==> config.mk <==
export PLATFORM = sky130hd
export DESIGN_NAME = neopix_frame_reader
export DESIGN_NICKNAME = d
export VERILOG_FILES = /design/src/rtl/neopix_frame_reader.sv
export SDC_FILE = /design/constraint.sdc
export NUM_CORES = 1
export LEC_CHECK = 0
export ABC_AREA = 1
export BUFFER_PORTS_ARGS = -buffer_cell sky130_fd_sc_hd__buf_2
export CORE_MARGIN = 3
export CORE_UTILIZATION = 53
export CTS_CLUSTER_DIAMETER = 150
export DETAILED_ROUTE_END_ITERATION = 16
export PLACE_DENSITY = 0.77
export SYNTH_ARGS = -nofsm -noshare
export SYNTH_HDL_FRONTEND = slang
export SYNTH_SLANG_ARGS = --single-unit
==> constraint.sdc <==
create_clock -name clock -period 1.7 [get_ports clock]
set_clock_uncertainty 0.2 [all_clocks]
set_input_delay 0.085 -clock clock [delete_from_list [all_inputs] [get_ports clock]]
set_output_delay 0.085 -clock clock [all_outputs]
set_load 0.05 [all_outputs]
==> src/rtl/neopix_frame_reader.sv <==
// neopix_frame_reader: reads NUM_LEDS pixel words from the frame RAM and serialises them onto a WS2812 line.
// Define NEOPIX_RGBW_EN for 32-bit GRBW pixels; the default build sends 24-bit GRB from q[23:0].
module neopix_frame_reader #(
    parameter int NUM_LEDS  = 8,
    parameter int T0H_CYC   = 20,
    parameter int T1H_CYC   = 40,
    parameter int BIT_CYC   = 63,
    parameter int LATCH_CYC = 2500
) (
    input  logic        clock,
    input  logic        reset,
    input  logic        start,
    output logic [8:0]  rdaddress,
    input  logic [31:0] q,
    output logic        busy,
    output logic        done,
    output logic        dout
);
`ifdef NEOPIX_RGBW_EN
    localparam int PIX_BITS = 32;
`else
    localparam int PIX_BITS = 24;
    logic unused_q_hi;
    assign unused_q_hi = ^q[31:24];
`endif
    localparam int CNT_MAX = (LATCH_CYC > BIT_CYC) ? LATCH_CYC : BIT_CYC;
    localparam int CW      = $clog2(CNT_MAX + 1);

    localparam logic [CW-1:0] FETCH_LAST = CW'(2);
    localparam logic [CW-1:0] BIT_LAST   = CW'(BIT_CYC - 1);
    localparam logic [CW-1:0] LATCH_LAST = CW'(LATCH_CYC - 1);
    localparam logic [CW-1:0] T0H        = CW'(T0H_CYC);
    localparam logic [CW-1:0] T1H        = CW'(T1H_CYC);
    localparam logic [4:0]    BITS_LAST  = 5'(PIX_BITS - 1);
    localparam logic [9:0]    IDX_LAST   = 10'(NUM_LEDS - 1);
    localparam logic [8:0]    FIRST_PREFETCH = (NUM_LEDS > 1) ? 9'd1 : 9'd0;

    typedef enum logic [1:0] {IDLE, FETCH, SEND, LATCH} state_t;

    state_t              state;
    logic [PIX_BITS-1:0] shreg;
    logic [CW-1:0]       cyc;
    logic [4:0]          bitcnt;
    logic [8:0]          index;

    logic [CW-1:0] cyc_next;
    logic [CW-1:0] high_len;
    logic [9:0]    prefetch_addr;

    // rdaddress always points one pixel ahead, clamped to the last pixel of the frame
    always_comb begin
        cyc_next      = cyc + 1'b1;
        high_len      = shreg[PIX_BITS-1] ? T1H : T0H;
        prefetch_addr = {1'b0, index} + 10'd2;
        if (prefetch_addr > IDX_LAST)
            prefetch_addr = IDX_LAST;
    end

    always_ff @(posedge clock or posedge reset) begin
        if (reset) begin
            state     <= IDLE;
            dout      <= 1'b0;
            busy      <= 1'b0;
            done      <= 1'b0;
            rdaddress <= '0;
            index     <= '0;
            cyc       <= '0;
            bitcnt    <= '0;
            shreg     <= '0;
        end else begin
            done <= 1'b0;
            case (state)
                IDLE: begin
                    if (start) begin
                        rdaddress <= '0;
                        busy      <= 1'b1;
                        cyc       <= '0;
                        state     <= FETCH;
                    end
                end
                FETCH: begin
                    if (cyc == FETCH_LAST) begin
                        shreg     <= q[PIX_BITS-1:0];
                        rdaddress <= FIRST_PREFETCH;
                        index     <= '0;
                        bitcnt    <= '0;
                        cyc       <= '0;
                        dout      <= 1'b1;
                        state     <= SEND;
                    end else begin
                        cyc <= cyc_next;
                    end
                end
                SEND: begin
                    if (cyc == BIT_LAST) begin
                        cyc <= '0;
                        if (bitcnt != BITS_LAST) begin
                            bitcnt <= bitcnt + 5'd1;
                            shreg  <= shreg << 1;
                            dout   <= 1'b1;
                        end else if ({1'b0, index} < IDX_LAST) begin
                            bitcnt    <= '0;
                            shreg     <= q[PIX_BITS-1:0];
                            index     <= index + 9'd1;
                            rdaddress <= prefetch_addr[8:0];
                            dout      <= 1'b1;
                        end else begin
                            dout  <= 1'b0;
                            state <= LATCH;
                        end
                    end else begin
                        cyc  <= cyc_next;
                        dout <= (cyc_next < high_len);
                    end
                end
                LATCH: begin
                    if (cyc == LATCH_LAST) begin
                        done      <= 1'b1;
                        busy      <= 1'b0;
                        rdaddress <= '0;
                        index     <= '0;
                        cyc       <= '0;
                        state     <= IDLE;
                    end else begin
                        cyc <= cyc_next;
                    end
                end
                default: state <= IDLE;
            endcase
        end
    end
endmodule
==> impl_results.md <==
- Top cells by count, synth: 218 x nand2_1, 64 x dfrtp_1, 47 x nor2_1, 46 x nand3_1, 41 x inv_1
- RSZ-0062 raised after global routing: true
- Worst relative slew slack: 76.6%
- M1 WL: 5360 um
- DR top layer: met4
- Max_cap viols: 0
- Status: complete, but fails checks
- CTS Buf Count: 9
- CTS tree: done
- Initial Utilization: 56.4%
- Synthesis-to-layout area growth: 58.1%
- Count leader, synth: nand2_1
- Post-synth EDFFs: 0
- Tcrit/Tclk final: 124%
- Critical Path Fanout Max: 12
- Avg Vias per Cell: 6.11
- Yosys warns: 0
- Req. time, crit path: 1780 ps
- Psw: 4.93 mW
- Met2 Wirelength: 7510 um
- First-pass GRT wire length: 18000 um
- IO Pins: 47
- Die area: 8030 um^2
- Final Hold Viols: 0
- Met3 Routed Length: 1520 um
- Comb pwr share: 64.5%
- Ranking of synthesized cells by area: dfrtp_1 43%, nand2_1 22%, nand3_1 6.2%, ha_1 5.1%, nor2_1 4.8%
- Die Wd: 89.6 um
- Measured slew at the worst slew-check pin: 352 ps
- Worst vdd ir: 1230 uV
- Post-Syn Area: 3700 um^2
- CP max-delay cell: dfrtp_2
- Largest family of logic cells by synthesized area: simple AND/OR/NAND/NOR gates
- Initial antenna violation count: 0
- GPL Wtd Cong: 0.856
- Fin worst setup slack: -416 ps
- Synth Area in XOR/XNOR: 1.42%
- FF+latch count, synth: 64
- Clock sinks: 64
- Nets: 721
- Synthesized area per cell: 7.25 um^2
- Clock slew at reported path FFs: 80 ps
- Ys async rst share: 100%
- Synth area leader: dfrtp_1
- Clk root buf: clkbuf_8
- Mux contribution to synthesized area: 0%
- Mapped Cells: 511
- WHS: 226 ps
- Dpl hpwl: 6080 um
- Worst-Skew Late Latency: 360 ps
- Total congestion overflow: 0
- Slew Limit Fails: 0
- Cell chain of the critical path: inv_2, ha_4, inv_2, nor2_4, buf_6, buf_12, nand2_1, nand2_1, nand3_1, nand2_1
- Synth Area in Compound Gates: 4.53%
- Number of global-route vias before repair: 3894
- Die height: 89.6 um
- Post-Synth Simple-Gate Area: 38.3%
- Arrival time at the worst endpoint: 2200 ps
- Post-route ant nets: 0
- Largest net degree at the start of global routing: 65
- Power Density: 1760 nW/um^2
- I/O Buffers: 38
- Initial DRC Count: 577
- Seq pwr share: 22.2%
- Vias: 4694
- Post-Synth Adder-Cell Area: 5.07%
- Clk network pwr share: 13.3%
- Gr usage total: 29.4%
- Tmin final: 2120 ps
- Hold Crit Class: in2async
- CP max stage delay: 470 ps
- Wire per inst: 20.6 um
- F_max: 473 MHz
- Final wirelength: 15800 um
- Unique cell type count in the Yosys netlist: 31
- Worst setup EP type: flop
- WS Path Type: reg2reg
- Critical Path Start Type: flop
- Int Pwr: 5.40 mW
- Synth top area share: 43.2%
- Final setup fails: 64
- Share of cells above drive strength 1: 37.9%
- Critical path's most frequent cell: nand2_1
- Failing checks: negative setup slack
- Leak pwr: 2.99 nW
- Placement Rows: 29
- CTS Buffer Depth: 2
- DRT Pass-1 Iters: 7
- Sw Ratio: 47.7%
- Filler Cell Count: 257
- Core area: 6570 um^2
- Util after Layout: 89.2%
- Multi-input gate area: 2330 um^2
- Ant. Diodes: 0
- Mapped Nets: 561
- Remaining DRCs: 0
- Sequential share of the synthesized area: 43.2%
- Reg area: 1610 um^2
- Ys flop type: dfrtp_1
- CTS H-Tree Depth: 3
power by group through the flow:
| stage | combinational [mW] | clock (mW) | sequential [mW] |
|---|---|---|---|
| 2_1_floorplan | 2.43 | 0 | 2.30 |
| 3_5_place_dp | 3.67 | 0 | 2.19 |
| 3_3_place_gp | 3.58 | 0 | 2.18 |
| 6_report | 6.66 | 1.38 | 2.29 |
| 5_1_grt | 6.96 | 1.44 | 2.31 |
| 4_1_cts | 4.87 | 1.33 | 2.18 |
metrics by stage:
step / power, mW / area, um^2 / setup slack [ps] / cells / TNS, ps
2_1_floorplan: 4.74 / 3760 / -57.6 / 511 / -1360
3_3_place_gp: 5.76 / 4500 / -240 / 695 / -10200
3_5_place_dp: 5.85 / 4500 / -278 / 695 / -13850
4_1_cts: 8.38 / 5420 / -193 / 758 / -9080
5_1_grt: 10.7 / 5860 / -467 / 768 / -21580
6_report: 10.3 / 5860 / -416 / 768 / -18460
path summary, 6_finish.rpt:
path                            depth (start not counted)         to     start  slack [ps]
worst max-delay path                                   10   shreg[3]  state[0]        -420
worst min-delay path                                    4  shreg[17]     reset         230
worst max register to register                         10   shreg[3]  state[0]        -420
worst min register to register                          2       busy      busy         290
max in group asynchronous                               4     cyc[2]     reset         760
min in group clock                                      2       busy      busy         290
layer usage:
layer  up-vias  track usage (%)
li1       1916                -
met1      2181             36.3
met2       425             50.6
met3       172             6.11
met4         0             10.6
met5         -                0
critical path: cells and delay by family (launching register included):
kind	cells	cell delay [ps]
flip-flops	1	470
buffers and inverters	4	510
AND/OR/NAND/NOR	5	620
adder cells (fa/ha/maj)	1	230
cell usage in the layout (no fill, tap or decap), types with 5 or more instances in the layout:
| cell type | Yosys | routed |
|---|---|---|
| nand2_4 | 3 | 11 |
| nand2_2 | 3 | 21 |
| o21ai_1 | 8 | 14 |
| nor2_1 | 47 | 36 |
| clkbuf_8 | 0 | 10 |
| buf_6 | 3 | 13 |
| buf_2 | 7 | 38 |
| buf_12 | 0 | 9 |
| nand4_1 | 7 | 7 |
| nor2_4 | 2 | 12 |
| o21ai_2 | 4 | 5 |
| nand2_1 | 218 | 189 |
| nand2_8 | 0 | 6 |
| nand3_2 | 1 | 15 |
| buf_4 | 2 | 67 |
| dfrtp_1 | 64 | 60 |
| ha_1 | 15 | 7 |
| nand3_1 | 46 | 30 |
| inv_2 | 4 | 9 |
| inv_1 | 41 | 34 |
| dlygate4sd3_1 | 0 | 26 |
| o21ai_0 | 14 | 5 |
final cells by class:
cell class	count	area share [%]
Multi-Input combinational cell	389	39.8
Sequential cell	64	27.4
Timing Repair Buffer	158	23.9
Inverter	48	3.46
Clock buffer	12	2.48
Tap cell	93	1.99
Clock inverter	3	0.726
Timing Repair inverter	1	0.192
state kept, by name, indices dropped and copies added, names as in the netlist:
signal     cells
rdaddress      9
dout           1
bitcnt         5
index          9
cyc           12
shreg         24
busy           1
done           1
state          2
what timing repair did:
action                                  CTS  global route
resized for setup                        64            76
endpoints found under the setup margin   63            64
buffers inserted                         18             8
pin swaps                                27            23
hold endpoints to repair                 92             0
hold buffers                             26             0
cloned                                    4             4
cell families (layout without fill, tap and decap cells):
group                    after synthesis  after routing
XOR/XNOR                               6              6
AND/OR/NAND/NOR                      335            338
adder cells (fa/ha/maj)               15             15
AO/OA/AOI/OAI                         30             30
flip-flops                            64             64
buffers and inverters                 61            222
Note: power is estimated with default switching activity, not from simulation.
